### src/rtl/bram_port_arbiter_if.sv
// bram_port_arbiter_if: request/grant/read-return bundle for one BRAM requester port.
interface bram_port_arbiter_if #(
    parameter int DW = 32,
    parameter int AW = 16
);
    logic          req;
    logic          we;
    logic [AW-1:0] addr;
    logic [DW-1:0] wdata;
    logic          gnt;
    logic          rvalid;
    logic [DW-1:0] rdata;

    modport master (output req, we, addr, wdata, input gnt, rvalid, rdata);
    modport slave  (input req, we, addr, wdata, output gnt, rvalid, rdata);
endinterface

### src/rtl/bram_port_arbiter.sv
// bram_port_arbiter: shares a single-port BRAM between two requesters with round-robin
// arbitration, a port-1 lock mode and read-data return routed by an in-flight tag pipeline.
module bram_port_arbiter #(
    parameter int DATA_WIDTH   = 32,
    parameter int ADDR_WIDTH   = 16,
    parameter int READ_LATENCY = 1
) (
    input  logic                  clk,
    input  logic                  rst,
    bram_port_arbiter_if.slave    port0,
    bram_port_arbiter_if.slave    port1,
    input  logic                  i_lock1,
    output logic                  o_locked,
    output logic                  o_bram_ena,
    output logic                  o_bram_wea,
    output logic [ADDR_WIDTH-1:0] o_bram_addra,
    output logic [DATA_WIDTH-1:0] o_bram_dina,
    input  logic [DATA_WIDTH-1:0] i_bram_douta
);
    typedef enum logic {ST_ARB, ST_LOCK} state_t;

    state_t                  r_state, w_state_nxt;
    logic                    r_ptr, w_ptr_nxt;
    logic                    w_gnt0, w_gnt1;
    logic                    w_rd_v, w_rv;
    logic [READ_LATENCY-1:0] r_tag_v, r_tag_p;
    logic [DATA_WIDTH-1:0]   r_rdata0, r_rdata1;

    // r_ptr names the port that wins the next contended ARB cycle
    always_comb begin
        w_gnt0      = 1'b0;
        w_gnt1      = 1'b0;
        w_state_nxt = r_state;
        w_ptr_nxt   = r_ptr;
        if (!rst) begin
            if (r_state == ST_LOCK) begin
                w_gnt1 = port1.req;
                if (!i_lock1) begin
                    w_state_nxt = ST_ARB;
                    w_ptr_nxt   = 1'b0;
                end
            end else begin
                w_gnt0    = port0.req && (!port1.req || !r_ptr);
                w_gnt1    = port1.req && !w_gnt0;
                w_ptr_nxt = w_gnt0 ? 1'b1 : w_gnt1 ? 1'b0 : r_ptr;
                if (w_gnt1 && i_lock1)
                    w_state_nxt = ST_LOCK;
            end
        end
    end

    always_ff @(posedge clk) begin
        if (rst) begin
            r_state  <= ST_ARB;
            r_ptr    <= 1'b0;
            r_tag_v  <= '0;
            r_tag_p  <= '0;
            r_rdata0 <= '0;
            r_rdata1 <= '0;
        end else begin
            r_state    <= w_state_nxt;
            r_ptr      <= w_ptr_nxt;
            r_tag_v[0] <= w_rd_v;
            r_tag_p[0] <= w_gnt1;
            for (int i = 1; i < READ_LATENCY; i++) begin
                r_tag_v[i] <= r_tag_v[i-1];
                r_tag_p[i] <= r_tag_p[i-1];
            end
            r_rdata0 <= port0.rvalid ? i_bram_douta : r_rdata0;
            r_rdata1 <= port1.rvalid ? i_bram_douta : r_rdata1;
        end
    end

    assign w_rd_v       = (w_gnt0 && !port0.we) || (w_gnt1 && !port1.we);
    assign w_rv         = r_tag_v[READ_LATENCY-1] && !rst;
    assign port0.gnt    = w_gnt0;
    assign port1.gnt    = w_gnt1;
    assign port0.rvalid = w_rv && !r_tag_p[READ_LATENCY-1];
    assign port1.rvalid = w_rv && r_tag_p[READ_LATENCY-1];
    // returning data passes straight through; the hold register keeps it afterwards
    assign port0.rdata  = port0.rvalid ? i_bram_douta : r_rdata0;
    assign port1.rdata  = port1.rvalid ? i_bram_douta : r_rdata1;
    assign o_locked     = (r_state == ST_LOCK) && !rst;
    assign o_bram_ena   = w_gnt0 || w_gnt1;
    assign o_bram_wea   = w_gnt0 ? port0.we : w_gnt1 ? port1.we : 1'b0;
    assign o_bram_addra = w_gnt0 ? port0.addr : w_gnt1 ? port1.addr : '0;
    assign o_bram_dina  = w_gnt0 ? port0.wdata : w_gnt1 ? port1.wdata : '0;
endmodule
### src/flat_wrapper.sv
// flat-port wrapper written by rule: the top's interface ports become plain ports
module bram_port_arbiter_flat 
#(
    parameter int DATA_WIDTH   = 32,
    parameter int ADDR_WIDTH   = 16,
    parameter int READ_LATENCY = 1
)
  (clk, rst, i_lock1, o_locked, o_bram_ena, o_bram_wea, o_bram_addra, o_bram_dina, i_bram_douta, port0_req, port0_we, port0_addr, port0_wdata, port0_gnt, port0_rvalid, port0_rdata, port1_req, port1_we, port1_addr, port1_wdata, port1_gnt, port1_rvalid, port1_rdata);
  bram_port_arbiter_if port0_i ();
  bram_port_arbiter_if port1_i ();
  input  logic clk;
  input  logic rst;
  input  logic i_lock1;
  output logic o_locked;
  output logic o_bram_ena;
  output logic o_bram_wea;
  output logic [ADDR_WIDTH-1:0] o_bram_addra;
  output logic [DATA_WIDTH-1:0] o_bram_dina;
  input  logic [DATA_WIDTH-1:0] i_bram_douta;
  input wire logic [$bits(port0_i.req)-1:0] port0_req;
  input wire logic [$bits(port0_i.we)-1:0] port0_we;
  input wire logic [$bits(port0_i.addr)-1:0] port0_addr;
  input wire logic [$bits(port0_i.wdata)-1:0] port0_wdata;
  output wire logic [$bits(port0_i.gnt)-1:0] port0_gnt;
  output wire logic [$bits(port0_i.rvalid)-1:0] port0_rvalid;
  output wire logic [$bits(port0_i.rdata)-1:0] port0_rdata;
  input wire logic [$bits(port1_i.req)-1:0] port1_req;
  input wire logic [$bits(port1_i.we)-1:0] port1_we;
  input wire logic [$bits(port1_i.addr)-1:0] port1_addr;
  input wire logic [$bits(port1_i.wdata)-1:0] port1_wdata;
  output wire logic [$bits(port1_i.gnt)-1:0] port1_gnt;
  output wire logic [$bits(port1_i.rvalid)-1:0] port1_rvalid;
  output wire logic [$bits(port1_i.rdata)-1:0] port1_rdata;
  assign port0_i.req = port0_req;
  assign port0_i.we = port0_we;
  assign port0_i.addr = port0_addr;
  assign port0_i.wdata = port0_wdata;
  assign port0_gnt = port0_i.gnt;
  assign port0_rvalid = port0_i.rvalid;
  assign port0_rdata = port0_i.rdata;
  assign port1_i.req = port1_req;
  assign port1_i.we = port1_we;
  assign port1_i.addr = port1_addr;
  assign port1_i.wdata = port1_wdata;
  assign port1_gnt = port1_i.gnt;
  assign port1_rvalid = port1_i.rvalid;
  assign port1_rdata = port1_i.rdata;
  bram_port_arbiter #(.DATA_WIDTH(DATA_WIDTH), .ADDR_WIDTH(ADDR_WIDTH), .READ_LATENCY(READ_LATENCY)) u_core (.clk(clk), .rst(rst), .port0(port0_i), .port1(port1_i), .i_lock1(i_lock1), .o_locked(o_locked), .o_bram_ena(o_bram_ena), .o_bram_wea(o_bram_wea), .o_bram_addra(o_bram_addra), .o_bram_dina(o_bram_dina), .i_bram_douta(i_bram_douta));
endmodule
### config.mk
export PLATFORM = sky130hd
export DESIGN_NAME = bram_port_arbiter_flat
export DESIGN_NICKNAME = d
export VERILOG_FILES = /design/src/rtl/bram_port_arbiter_if.sv /design/src/rtl/bram_port_arbiter.sv /design/src/flat_wrapper.sv
export SDC_FILE = /design/constraint.sdc
export NUM_CORES = 1
export LEC_CHECK = 0
export ABC_AREA = 1
export CORE_MARGIN = 2
export CORE_UTILIZATION = 25
export DETAILED_ROUTE_END_ITERATION = 10
export PLACE_DENSITY = 0.63
export SLEW_MARGIN = 20
export SYNTH_ARGS = -nofsm -noshare
export SYNTH_HDL_FRONTEND = slang
export SYNTH_SLANG_ARGS = --single-unit
### constraint.sdc
create_clock -name clk -period 1.8 [get_ports clk]
set_input_delay 0.45 -clock clk [delete_from_list [all_inputs] [get_ports clk]]
set_output_delay 0.45 -clock clk [all_outputs]
set_load 0.03 [all_outputs]
==> flow_summary_export.csv <==
group,metric,value,unit
run_status,status,"finished with violations",
run_status,failed_checks,"negative setup slack",
power_and_ir_drop,ir_drop,444,uV
global_routing,grt_use_total,20.2,%
finish,fillerInstances,1464,
timing,rsz0062_at_grt,"yes",
power_and_ir_drop,seqPwrFrac,28.0,%
place,placement.io_buffers,253,
timing,worst_clock_skew,4.54,ps
route,drtIter0Drc,210,
finish,seqCellArea,1370,sq um
critical_path,end_kind,"primary output",
logic_synthesis,netlist-cell-type-count,19,
place,dpl_cell_area,7210,sq um
timing,fmax,489,MHz
power_and_ir_drop,combPwrFrac,37.4,%
critical_path,r2r-start,"u_core.r_tag_v$_SDFF_PP0_",
route,drt-total-wl,19800,microns
finish,layout_commonest_cell,"clkdlybuf4s50_1",
flow_run,cap_violations,0,
clock_network,clk_pin_slew,60,ps
finish,nets,1197,
timing,hold_violations,0,
global_routing,grt_antenna_before_repair,1,
critical_path,cp_common_cell,"buf_6",
clock_network,cts_buffers,9,
timing,slew_viol_final,0,
finish,multi_input_area,2570,sq um
timing,fin_crit_sh,114,%
place,dp_hpwl,11800,microns
power_and_ir_drop,power-per-cell-area,594,nW/um^2
finish,fin_area,9450,sq um
logic_synthesis,yosysWarningCount,0,
logic_synthesis,synth_cells,718,
logic_synthesis,syn_area,4140,sq um
global_routing,overflow,0,
route,antenna_left,0,
clock_network,cts_tree,"yes",
critical_path,worstSetupStartpoint,"u_core.r_state$_SDFF_PP0_",
critical_path,crit_path_top_delay_cell,"dfxtp_4",
floorplanning,placement_rows,47,
logic_synthesis,syn-num-nets,853,
floorplanning,dieHeight,133,microns
critical_path,critPathMaxFanout,8,
global_routing,met1_usage,23.5,%
floorplanning,die_w,133,microns
power_and_ir_drop,p_int,3850,uW
critical_path,arrival,1600,ps
timing,finalCriticalPeriod,2050,ps
floorplanning,io_pins,254,
logic_synthesis,synth_top_area_share,32.9,%
global_routing,grt_pass1_vias,5381,
power_and_ir_drop,clkPwrFrac,34.6,%
route,vias,5755,
timing,setup_viol,116,
power_and_ir_drop,switchingPower,1770,uW
timing,holdWs,462,ps
finish,finish.utilization,57.6,%
critical_path,r2r_setup_slack,400,ps
floorplanning,start_util,25.2,%
global_routing,grt_max_degree,53,
logic_synthesis,ys_seq_elements,68,
critical_path,slowest_delay,350,ps
clock_network,clock_latency,340,ps
logic_synthesis,yosys-top-cells-area,"dfxtp_1 (33%), nand2_1 (17%), inv_1 (15%)",
critical_path,cp-start-kind,"flop",
power_and_ir_drop,leakagePower,0.00478,uW
critical_path,crit_chain,"nor2_4 -> buf_6 -> nand2_8 -> clkbuf_16 -> nand3_1 -> nand2_1 -> buf_6",
route,wl_per_cell,15.4,microns
route,drc,0,
power_and_ir_drop,swShare,31.5,%
critical_path,crit_type,"reg2out",
clock_network,clkSinkCount,68,
timing,worstMarginPinSlew,548,ps
floorplanning,die_area,17600,sq um
clock_network,htreeDepth,3,
finish,drive_gt1_share,42.7,%
clock_network,root_buffer,"clkbuf_16",
global_routing,grt_pass1_wl,28200,microns
worst_hold_path,hold_class,"in2reg",
critical_path,r2r-end,"u_core.r_rdata1[7]$_SDFF_PP0_",
route,first_pass_iters,4,
power_and_ir_drop,total_power,5620,uW
logic_synthesis,synth_area_per_cell,5.77,sq um
place,gp_congestion,0.815,
timing,post-route-worst-setup-slack,-246,ps
clock_network,clockBufferDepth,2,
floorplanning,core_area,16400,sq um
timing,max_slew_margin,63.5,%
global_routing,use_met3,4.83,%
global_routing,grtUsageMet2,35.1,%
critical_path,r2r_cells,9,
logic_synthesis,yosysTopAreaCell,"dfxtp_1",
logic_synthesis,ys_seq_area_share,32.9,%
global_routing,grt_busiest_layer,"met2",
finish,areaGrowthSynthToFinish,128,%
route,via_per_inst,4.47,
critical_path,crit_end,"o_bram_dina[29]",
critical_path,worstPathRequired,1350,ps
finish,mostFrequentLayoutCells,"clkdlybuf4s50_1 (131), inv_1 (129), nand2_1 (124), buf_6 (114), buf_4 (97)",
[state kept, by name, summed over array words and instances, names as in the netlist]
signal and cells:
u_core.r_rdata0 32, u_core.r_rdata1 32, u_core.r_ptr 1, u_core.r_state 1, u_core.r_tag_p 1, u_core.r_tag_v 1
[through the flow]
stage / instances / TNS (ps) / setup WS, ps
2_1_floorplan: 718 / 0 / 10.7
3_3_place_gp: 1213 / -30010 / -547
6_report: 1288 / -19100 / -246
4_1_cts: 1259 / -20140 / -222
3_5_place_dp: 1213 / -29330 / -526
5_1_grt: 1288 / -27240 / -299
[cell usage after synthesis]
master,number
buf_2,27
a21oi_1,1
nand4_1,50
o211ai_1,1
dfxtp_1,68
nor2_4,1
o21ai_0,1
inv_4,1
nand2_1,182
nand3_2,2
nor3_1,2
inv_2,2
nand3_1,114
clkbuf_1,24
nor2_1,71
buf_1,1
nor2_2,1
nand3b_1,1
inv_1,168
[kinds of logic (layout without fill, tap and decap cells)]
logic type | after synthesis | in the layout | synth area share [%]
AOI/OAI and AO/OA | 3 | 3 | 0.423
and+or+nand+nor | 424 | 424 | 45.6
other | 0 | 1 | 0
DFF | 68 | 68 | 32.9
buffers and inverters | 223 | 572 | 21.1
[final cells by class]
| cell class | count | share of cell area (%) |
|---|---|---|
| Antenna cell | 1 | 0.0265 |
| Tap cell | 220 | 2.91 |
| Sequential cell | 68 | 14.5 |
| Inverter | 171 | 6.82 |
| Timing Repair Buffer | 385 | 45.2 |
| Clock inverter | 6 | 0.913 |
| Multi-Input combinational cell | 427 | 27.2 |
| Clock buffer | 10 | 2.53 |
[what timing repair did]
item / CTS / global route
setup buffers: 19 / 23
gates cloned: 11 / 10
gates resized for setup: 126 / 212
hold buffers: 0 / 0
pin swaps: 47 / 63
setup endpoints to repair: 116 / 117
[worst min-delay path by stage]
stage / startpoint / endpoint / cells past startpoint
2_1_floorplan: u_core.r_ptr$_SDFFE_PP0P_ / u_core.r_ptr$_SDFFE_PP0P_ / 4
3_3_place_gp: u_core.r_ptr$_SDFFE_PP0P_ / u_core.r_ptr$_SDFFE_PP0P_ / 4
3_5_place_dp: u_core.r_rdata1[3]$_SDFF_PP0_ / u_core.r_rdata1[3]$_SDFF_PP0_ / 4
4_1_cts: port1_req / u_core.r_state$_SDFF_PP0_ / 3
5_1_grt: port1_req / u_core.r_state$_SDFF_PP0_ / 3
6_report: port1_req / u_core.r_state$_SDFF_PP0_ / 3
[power by group through the flow]
stage,logic (uW),registers [uW],clock network [uW]
after floorplan,753,1600,0
after global placement,1560,1600,0
after detailed placement,1560,1610,0
after CTS,1860,1570,1990
after global routing,2220,1580,2050
final,2100,1570,1940
[metal layers]
metal / share of wire (%) / vias to the layer above
met5: 0 / -
met4: 3.6 / 0
met3: 5.9 / 39
met2: 52 / 209
met1: 39 / 2638
li1: - / 2869
[critical path: cells and delay by family, from the launching register on]
family        cells  cell delay, ps
simple gates      4             420
buf+inv           3             490
flops             1             350
Note: power is estimated with default switching activity, not from simulation.
